**src/rtl/adder6bit_rr_sched.sv**
```systemverilog
// adder6bit_rr_sched: round-robin scheduler sharing one 6-bit ripple adder
// among NUM_REQ requesters. The winning operand pair is added and the sum,
// carry-out and requester ID are registered into a valid/ready output stage.
// Optional build macro: ADDER6BIT_SCHED_SAT_EN (saturate sum to 6'h3F on carry-out).

`timescale 1ns/1ps

// 6-bit ripple-carry adder with carry-in tied to 0.
module adder6bit (
    input  logic [5:0] a_i,
    input  logic [5:0] b_i,
    output logic [5:0] sum_o,
    output logic       cout_o
);

    // Ripple the carry through six full-adder cells.
    always_comb begin
        logic carry;
        // NOTE: combinational blocks use blocking '=' and give every output a
        // default first, so no path leaves a variable unassigned (no latch).
        sum_o = '0;
        carry = 1'b0;
        for (int i = 0; i < 6; i++) begin
            sum_o[i] = a_i[i] ^ b_i[i] ^ carry;
            carry    = (a_i[i] & b_i[i]) | (carry & (a_i[i] ^ b_i[i]));
        end
        cout_o = carry;
    end

endmodule

module adder6bit_rr_sched #(
    parameter int NUM_REQ = 4,
    parameter int ID_W    = 2
) (
    input  logic                 clk,
    input  logic                 rst_n,
    input  logic [NUM_REQ-1:0]   req_valid,
    input  logic [6*NUM_REQ-1:0] req_in1,
    input  logic [6*NUM_REQ-1:0] req_in2,
    output logic [NUM_REQ-1:0]   req_ack,
    output logic                 out_valid,
    output logic [ID_W-1:0]      out_id,
    output logic [5:0]           out_sum,
    output logic                 out_cout,
    input  logic                 out_ready,
    output logic                 busy
);

    typedef enum logic [1:0] {
        IDLE  = 2'd0,
        BUSY  = 2'd1,
        STALL = 2'd2
    } state_e;

    state_e              state_q, state_d;
    logic [ID_W-1:0]     rr_ptr_q, rr_ptr_d;
    logic                out_valid_q, out_valid_d;
    logic [ID_W-1:0]     out_id_q, out_id_d;
    logic [5:0]          out_sum_q, out_sum_d;
    logic                out_cout_q, out_cout_d;

    logic                accept_en;
    logic                found;
    logic [ID_W-1:0]     win;
    logic [NUM_REQ-1:0]  grant;
    logic                ack_any;
    logic [5:0]          sel_a, sel_b;
    logic [5:0]          add_sum;
    logic                add_cout;
    logic [5:0]          res_sum;

    // The output register can take a new result when empty or being drained.
    assign accept_en = !out_valid_q || out_ready;

    // Round-robin search: first valid request at or after rr_ptr, wrapping.
    always_comb begin
        logic [ID_W:0]   pos;
        logic [ID_W-1:0] cand;
        found = 1'b0;
        win   = '0;
        grant = '0;
        for (int k = 0; k < NUM_REQ; k++) begin
            pos = {1'b0, rr_ptr_q} + (ID_W+1)'(k);
            if (pos >= (ID_W+1)'(NUM_REQ)) begin
                pos = pos - (ID_W+1)'(NUM_REQ);
            end
            cand = pos[ID_W-1:0];
            if (!found && req_valid[cand]) begin
                found       = 1'b1;
                win         = cand;
                grant[cand] = 1'b1;
            end
        end
    end

    // Ack is suppressed while the output stage is stalled or reset is held.
    assign req_ack = (found && accept_en && rst_n) ? grant : '0;
    assign ack_any = |req_ack;

    // One-hot AND-OR mux picks the winner's operands for the shared adder.
    always_comb begin
        sel_a = '0;
        sel_b = '0;
        for (int i = 0; i < NUM_REQ; i++) begin
            if (grant[i]) begin
                sel_a = sel_a | req_in1[6*i +: 6];
                sel_b = sel_b | req_in2[6*i +: 6];
            end
        end
    end

    adder6bit u_adder (
        .a_i    (sel_a),
        .b_i    (sel_b),
        .sum_o  (add_sum),
        .cout_o (add_cout)
    );

`ifdef ADDER6BIT_SCHED_SAT_EN
    // Clamp to the largest 6-bit value whenever the add overflows.
    assign res_sum = add_cout ? 6'h3F : add_sum;
`else
    // Raw wrapped sum.
    assign res_sum = add_sum;
`endif

    // Output stage and pointer next-state: load on ack, drain on handshake.
    always_comb begin
        out_valid_d = out_valid_q;
        out_id_d    = out_id_q;
        out_sum_d   = out_sum_q;
        out_cout_d  = out_cout_q;
        rr_ptr_d    = rr_ptr_q;
        if (ack_any) begin
            out_valid_d = 1'b1;
            out_id_d    = win;
            out_sum_d   = res_sum;
            out_cout_d  = add_cout;
            rr_ptr_d    = (win == ID_W'(NUM_REQ-1)) ? '0 : win + ID_W'(1);
        end else if (out_valid_q && out_ready) begin
            out_valid_d = 1'b0;
        end
    end

    // FSM next-state: tracks whether the result stage is empty, moving or held.
    always_comb begin
        state_d = state_q;
        case (state_q)
            IDLE: begin
                if (ack_any) state_d = BUSY;
            end
            BUSY: begin
                if (!out_ready)   state_d = STALL;
                else if (ack_any) state_d = BUSY;
                else              state_d = IDLE;
            end
            STALL: begin
                if (out_ready) state_d = ack_any ? BUSY : IDLE;
            end
            default: state_d = IDLE;
        endcase
    end

    // State and output registers.
    always_ff @(posedge clk or negedge rst_n) begin
        // NOTE: sequential state uses non-blocking '<=' and every register is
        // cleared by the asynchronous reset so the block always starts in IDLE.
        if (!rst_n) begin
            state_q     <= IDLE;
            rr_ptr_q    <= '0;
            out_valid_q <= 1'b0;
            out_id_q    <= '0;
            out_sum_q   <= '0;
            out_cout_q  <= 1'b0;
        end else begin
            state_q     <= state_d;
            rr_ptr_q    <= rr_ptr_d;
            out_valid_q <= out_valid_d;
            out_id_q    <= out_id_d;
            out_sum_q   <= out_sum_d;
            out_cout_q  <= out_cout_d;
        end
    end

    assign out_valid = out_valid_q;
    assign out_id    = out_id_q;
    assign out_sum   = out_sum_q;
    assign out_cout  = out_cout_q;
    assign busy      = (state_q != IDLE);

endmodule

```
**config.mk**
```make
export PLATFORM = sky130hd
export DESIGN_NAME = adder6bit_rr_sched
export DESIGN_NICKNAME = d
export VERILOG_FILES = /design/src/rtl/adder6bit_rr_sched.sv
export SDC_FILE = /design/constraint.sdc
export NUM_CORES = 1
export LEC_CHECK = 0
export BUFFER_PORTS_ARGS = -buffer_cell sky130_fd_sc_hd__buf_4
export CAP_MARGIN = 10
export CELL_PAD_IN_SITES_DETAIL_PLACEMENT = 0
export CELL_PAD_IN_SITES_GLOBAL_PLACEMENT = 1
export CORE_MARGIN = 2
export CORE_UTILIZATION = 34
export CTS_CLUSTER_SIZE = 25
export DETAILED_ROUTE_END_ITERATION = 7
export HOLD_SLACK_MARGIN = 0.05
export PLACE_DENSITY = 0.86
export SYNTH_ARGS = -nofsm -noshare
export SYNTH_HDL_FRONTEND = slang
export SYNTH_SLANG_ARGS = --single-unit
```
**constraint.sdc**
```tcl
create_clock -name clk -period 6.9 [get_ports clk]
set_input_delay 1.38 -clock clk [delete_from_list [all_inputs] [get_ports clk]]
set_output_delay 1.38 -clock clk [all_outputs]
set_load 0.02 [all_outputs]
```
==> summary.txt, run 1 <==
Global routing
  • Initial antenna violation count: 0
  • First-pass GRT wire length: approximately 6.2 mm
  • Pin count of the biggest net entering global routing: 16
  • Vias in the first global route: roughly 1400
  • GR Util All Layers: 0.154
  • Gr ovfl total: 0

Floorplan
  • Die Span Y: a little under 70 µm
  • Die area: between 4000 and 5000 µm²
  • Starting density of the core: 0.359
  • Die width: ~70 µm
  • Core area: approximately 4100 µm²
  • I/O pins: 70
  • Core Rows: 23

STA
  • Worst Skew: 0.000990 ns
  • Headroom to the max-slew limit: 0.360
  • Setup TNS: 0 ns
  • Tmin final: slightly below 6 ns
  • Fin crit share: 0.847
  • Setup ws final: 1.06 ns
  • Fin. max-slew vios: 0
  • Worst slew pin tran: around 0.96 ns
  • Max frequency: about 170 MHz
  • Final setup violation count: 0
  • Fin. Hold Viols: 0
  • RSZ-0062 raised after global routing: false

Clock tree
  • CTS tree: yes
  • CTS Buf Count: 3
  • H-Tree Level Count: 1
  • Clk slew on worst S/H paths: around 0.05 ns
  • Clk_lat worst skew: approximately 0.24 ns
  • Clock root buffer: clkbuf_8
  • Clk sink count: 14
  • PostCTS Resize Cnt: 0
  • Post-CTS setup buffers: 0
  • Hold Buf Count CTS: 0
  • CTS max path bufs: 2

Setup path
  • CP Class: reg2reg
  • Crit path arrival time: roughly 6 ns
  • Required time at the worst-slack endpoint: about 7 ns
  • Nature of the critical path startpoint: flip-flop
  • CP endpoint kind: flip-flop
  • Worst-path fanout max: 15

Detailed routing
  • Via density: around 5.3
  • Drt total wl: 3.78 mm
  • First-pass DRT Iterations: 5
  • Routed Antenna Nets: 0
  • Total number of vias: about 1400
  • Post-route DRC: 0
  • DR WL/cell: ~15 µm
  • First-iteration detailed-routing DRC count: 81

Power
  • Pwr dens: between 600 and 700 nW/µm²
  • Leakage: ~1 nW
  • Final Power: roughly 1.2 mW
  • Peak supply drop: approximately 0.0002 V

Cells and area
  • Ant. Diodes: 0
  • Most frequent cells in the layout: buf_4 (69), nand2_1 (27), dfrtp_1 (14)
  • Util after Layout: 0.501
  • Area grow syn2layout: 39.7%
  • Layout cells sized above 1: 0.457
  • Most common cell after layout, fill and taps aside: buf_4
  • Final #Nets: roughly 280
  • Final non-filler cell total: ~260
  • Fill cells: between 300 and 400

Place
  • Placed cell count: 254
  • Setup Slack @ Placement: between 0.8 and 0.9 ns
  • GP Congestion: about 0.8
  • Post-DP HPWL: a little over 3 mm
  • Number of port buffers: 69

Hold path
  • Hold Crit Class: reg2reg

Synth
  • Prevailing post-synth register cell: dfrtp_1
  • Synth Area per Inst: about 10 µm²
  • Sequential fraction of the synthesis area: 0.239
  • Synth Instances: roughly 140
  • Count of different cell masters after synthesis: 39
  • Synth Register Bits: 14
  • Post-Syn Nets: 212
  • Synth warn: 0
  • Synthesized cell area: roughly 1500 µm²
  • Ys async rst share: 1.00
  • EDFF count, synth: 0

Flow run
  • Max Cap Violations: 0

Outcome
  • Status: complete, no violations
## cells in the mapped netlist, types with 2 or more instances
master / instances / area share
or2b_1: 3 / 0.015
a21oi_1: 6 / 0.020
a221o_1: 2 / 0.014
mux4_2: 3 / 0.046
inv_1: 5 / 0.013
ha_1: 9 / 0.077
or4_1: 2 / 0.010
mux2i_1: 3 / 0.020
a21o_1: 2 / 0.010
nor2b_1: 6 / 0.026
dfrtp_1: 14 / 0.24
buf_6: 3 / 0.023
nand2_1: 27 / 0.069
clkbuf_1: 4 / 0.010
a22o_1: 2 / 0.012
nor2_1: 4 / 0.010
a222oi_1: 12 / 0.082
mux2_2: 4 / 0.031
fa_1: 5 / 0.068
mux2_4: 8 / 0.082
## cells by family after synthesis
kind of cell               count (synthesis)  share of synthesized area
muxes                                     19                      0.197
xor gates and xnor gates                   1                    0.00598
DFF                                       14                      0.239
adders and majority gates                 14                      0.145
buffers and inverters                     13                     0.0495
AOI/OAI and AO/OA                         35                      0.206
and+or+nand+nor                           47                      0.157
## registers in the layout, indices dropped and copies added, names as in the netlist
signal     count
out_cout       1
out_id         2
out_sum        6
out_valid      1
rr_ptr_q       2
state_q        2
## path summary, 6_finish.rpt
kind / from / to / slack (ns) / cells past startpoint
min in group asynchronous: rst_n / out_sum[3] / 0.97 / 1
min: out_sum[0] / out_sum[0] / 0.51 / 1
max in group asynchronous: rst_n / out_id[1] / 5.76 / 1
max: rr_ptr_q[0] / out_sum[5] / 1.06 / 14
min reg2reg: out_sum[0] / out_sum[0] / 0.51 / 1
max reg2reg: rr_ptr_q[0] / out_sum[5] / 1.06 / 14
## report_power, final
part	internal, mW	total, mW	switching [mW]
Clock	0.0505	0.0786	0.0281
Combinational	0.486	0.979	0.492
Sequential	0.129	0.177	0.0479
## worst max-delay path, cell delays in order, from the launching register on
cell and delay [ns]:
dfrtp_1 0.70, inv_1 0.17, ha_1 0.41, mux4_2 0.65, a221o_1 0.43, a22o_1 0.34
a222oi_1 0.39, nand2_1 0.09, ha_1 0.22, fa_1 0.42, fa_1 0.44, fa_1 0.38
fa_1 0.39, fa_1 0.43, mux2_4 0.26
## metrics by stage
| step | cell area (µm²) | hold WS (ns) |
|---|---|---|
| 2_1_floorplan | 1470 | 0.515 |
| 3_3_place_gp | 1990 | 0.492 |
| 3_5_place_dp | 1990 | 0.502 |
| 4_1_cts | 2050 | 0.517 |
| 5_1_grt | 2050 | 0.524 |
| 6_report | 2050 | 0.509 |
## layer usage
layer,global-route usage,routed length (µm),vias to the layer above,part of all wire
li1,-,-,675,-
met1,0.186,1580,638,0.42
met2,0.272,1840,61,0.49
met3,0.0422,334,4,0.088
met4,0.0321,36,0,0.0095
met5,0,0,-,0
## area by class of cell
type / count / area, µm² / area share
multi-input combinational: 116 / 1040 / 0.509
clock buffer: 4 / 55.1 / 0.0269
timing repair buffer: 69 / 518 / 0.253
sequential: 14 / 350 / 0.171
inverter: 5 / 18.8 / 0.00917
tap: 50 / 62.6 / 0.0306
(Power assumes the default switching activity.)
==> run 2: changes to the inputs <==
ABC_AREA = 1   (was default)
CORE_UTILIZATION = 31   (was 34)
clock period = 6.1 ns   (was 6.9 ns; I/O delays follow)
==> run 2 against run 1 <==
Against the previous run:
- register-to-register slack improved by 0.28 ns
- core utilization decreased by 5.7 points
- design area increased by 1.1%
- global-route usage decreased by 0.21 points
- clock skew increased by 0.0024 ns
- sequential cell count unchanged
- highest routed layer is now met3
==> summary.txt, run 2 <==
Cells and area
  • Max FFs per register: 6
  • Final #Nets: between 300 and 400
  • Ant. Diodes: 0
  • Multi-input logic area: approximately 1000 µm²
  • Most common cell after layout, fill and taps aside: nand2_1
  • Layout cells sized above 1: 0.315
  • Fill cells: 494
  • FF/Latch Area: between 300 and 400 µm²
  • Area grow syn2layout: 39.2%
  • Most frequent cells in the layout: nand2_1 (115), buf_4 (69), nand4_1 (16)

STA
  • Worst Skew: 0.00334 ns
  • Fin. max-slew vios: 0
  • Max frequency: 206 MHz
  • RSZ-0062 raised after global routing: false
  • Fin crit share: 0.796
  • Worst slew pin tran: between 0.4 and 0.5 ns
  • Fin. Hold Viols: 0
  • Headroom to the max-slew limit: 0.698
  • Final setup violation count: 0
  • Setup TNS: 0 ns
  • Tmin final: 4.86 ns

Global routing
  • Pin count of the biggest net entering global routing: 16
  • GR Util All Layers: 0.152
  • First-pass GRT wire length: about 6.5 mm
  • Vias in the first global route: roughly 1500
  • Initial antenna violation count: 0
  • Gr ovfl total: 0

Outcome
  • Status: complete, no violations

Detailed routing
  • Post-route DRC: 0
  • Total number of vias: around 1600
  • First-iteration detailed-routing DRC count: approximately 90
  • Via density: between 4 and 5
  • First-pass DRT Iterations: 4
  • Drt total wl: slightly below 4 mm
  • Routed Antenna Nets: 0
  • DR WL/cell: around 11 µm

Setup path
  • Crit-path most repeated cell: nand2_1
  • Worst-path fanout max: 14
  • Nature of the critical path startpoint: input port
  • CP endpoint kind: flip-flop
  • Slowest stage cell, crit path: fa_1
  • CP top delay family: adder cells
  • Worst Path Buf+Inv: 3
  • Critical path, cell by cell: buf_4 -> inv_1 -> nand2_1 -> nand2_1 -> nand2_1 -> nand2_1 -> inv_1 -> nand3_1 -> nand3_2 -> nand2_1 -> nand4_1 -> ha_1 -> fa_1 -> fa_1 -> fa_1 -> fa_1 -> fa_1 -> nand2_1 -> nand2_1
  • CP peak stage delay: 0.44 ns
  • Crit path arrival time: ~5.0 ns
  • Required time at the worst-slack endpoint: 6.23 ns
  • CP Class: in2reg

Synth
  • Prevailing post-synth register cell: dfrtp_1
  • Synth Area per Inst: roughly 6.6 µm²
  • EDFF count, synth: 0
  • Synth warn: 0
  • Count of different cell masters after synthesis: 25
  • Count leader, synth: nand2_1
  • Ys async rst share: 1.00
  • Synthesized cell area: between 1000 and 1500 µm²
  • Synth Instances: 224
  • Sequential fraction of the synthesis area: 0.236
  • Synth Register Bits: 14
  • Cell taking the most area after synthesis: nand2_1
  • Synth top area cells: nand2_1 (29%), dfrtp_1 (24%), ha_1 (7.6%), fa_1 (6.7%), nand4_1 (6.7%)
  • Synth top area share: 0.290
  • Post-Syn Nets: 293
  • Synth top cells by count: nand2_1 (115), nand4_1 (16), dfrtp_1 (14), inv_1 (13), ha_1 (9)

Floorplan
  • Die Span Y: 73.2 µm
  • Die area: 5360 µm²
  • Die width: around 73 µm
  • Core Rows: 25
  • I/O pins: 70
  • Core area: 4660 µm²
  • Starting density of the core: 0.319

Hold path
  • Hold Crit Class: reg2reg

Clock tree
  • Post-CTS setup buffers: 0
  • Clk_lat worst skew: 0.24 ns
  • Hold Buf Count CTS: 0
  • Clock root buffer: clkbuf_8
  • Clk slew on worst S/H paths: about 0.06 ns
  • H-Tree Level Count: 1
  • Clk sink count: 14
  • PostCTS Resize Cnt: 0
  • CTS tree: yes
  • CTS Buf Count: 3
  • CTS max path bufs: 2

Place
  • Number of port buffers: 69
  • GP Congestion: between 0.8 and 0.9
  • Post-DP HPWL: about 3.2 mm

Power
  • Final Power: between 1 and 1.5 mW
  • Leakage: 1.17 nW
  • Pwr dens: 643 nW/µm²
  • Peak supply drop: ~0.00025 V

Flow run
  • Max Cap Violations: 0
[run 2: final cells by class]
class,instances,share of cell area
Multi-Input combinational cell,186,0.491
Timing Repair Buffer,69,0.250
Sequential cell,14,0.169
Tap cell,54,0.0326
Inverter,16,0.0302
Clock buffer,4,0.0266
[run 2: path summary, 6_finish.rpt]
path	start	endpoint	slack, ns	cells after the start
worst max-delay path	req_valid[1]	out_sum[5]	1.24	19
worst min-delay path	state_q[0]	state_q[1]	0.46	1
worst max register to register	rr_ptr_q[0]	out_sum[5]	1.34	18
worst min register to register	state_q[0]	state_q[1]	0.46	1
max in group asynchronous	rst_n	out_sum[0]	5.11	1
min in group asynchronous	rst_n	out_id[1]	0.82	1
[run 2: metrics by stage]
stage	std cells	hold slack [ns]	utilization	worst slack, ns	area (µm²)
after CTS	343	0.464	0.444	1.22	2070
after global placement	339	0.450	0.432	1.05	2010
after floorplan	224	0.438	-	1.41	1490
final	343	0.459	0.444	1.24	2070
after global routing	343	0.485	0.444	0.914	2070
after detailed placement	339	0.454	0.432	0.977	2010
[run 2: worst reg2reg max path, delay by kind of cell (launching register included)]
family	cells	cell delay, ns
AO/OA/AOI/OAI	1	0.17
flip-flops	1	0.62
adder cells (fa/ha/maj)	7	2.70
buffers and inverters	2	0.25
AND/OR/NAND/NOR	8	0.92
[run 2: cells by family after synthesis]
logic type / count (synthesis) / share of synthesized area
simple gates: 158 / 0.483
buf+inv: 24 / 0.0808
compound gates: 14 / 0.0572
fa+ha+maj: 14 / 0.143
flops: 14 / 0.236
[run 2: per-layer routing]
metal | global-route usage | vias to the layer above | part of all wire
met3 | 0.0249 | 0 | 0.057
met1 | 0.207 | 714 | 0.46
met5 | 0 | - | 0
met2 | 0.257 | 56 | 0.49
met4 | 0.0185 | 0 | 0
li1 | - | 844 | -
[run 2: power by group]
| part | switching, mW | internal, mW |
|---|---|---|
| Clock | 0.0328 | 0.0571 |
| Sequential | 0.0418 | 0.145 |
| Combinational | 0.669 | 0.386 |
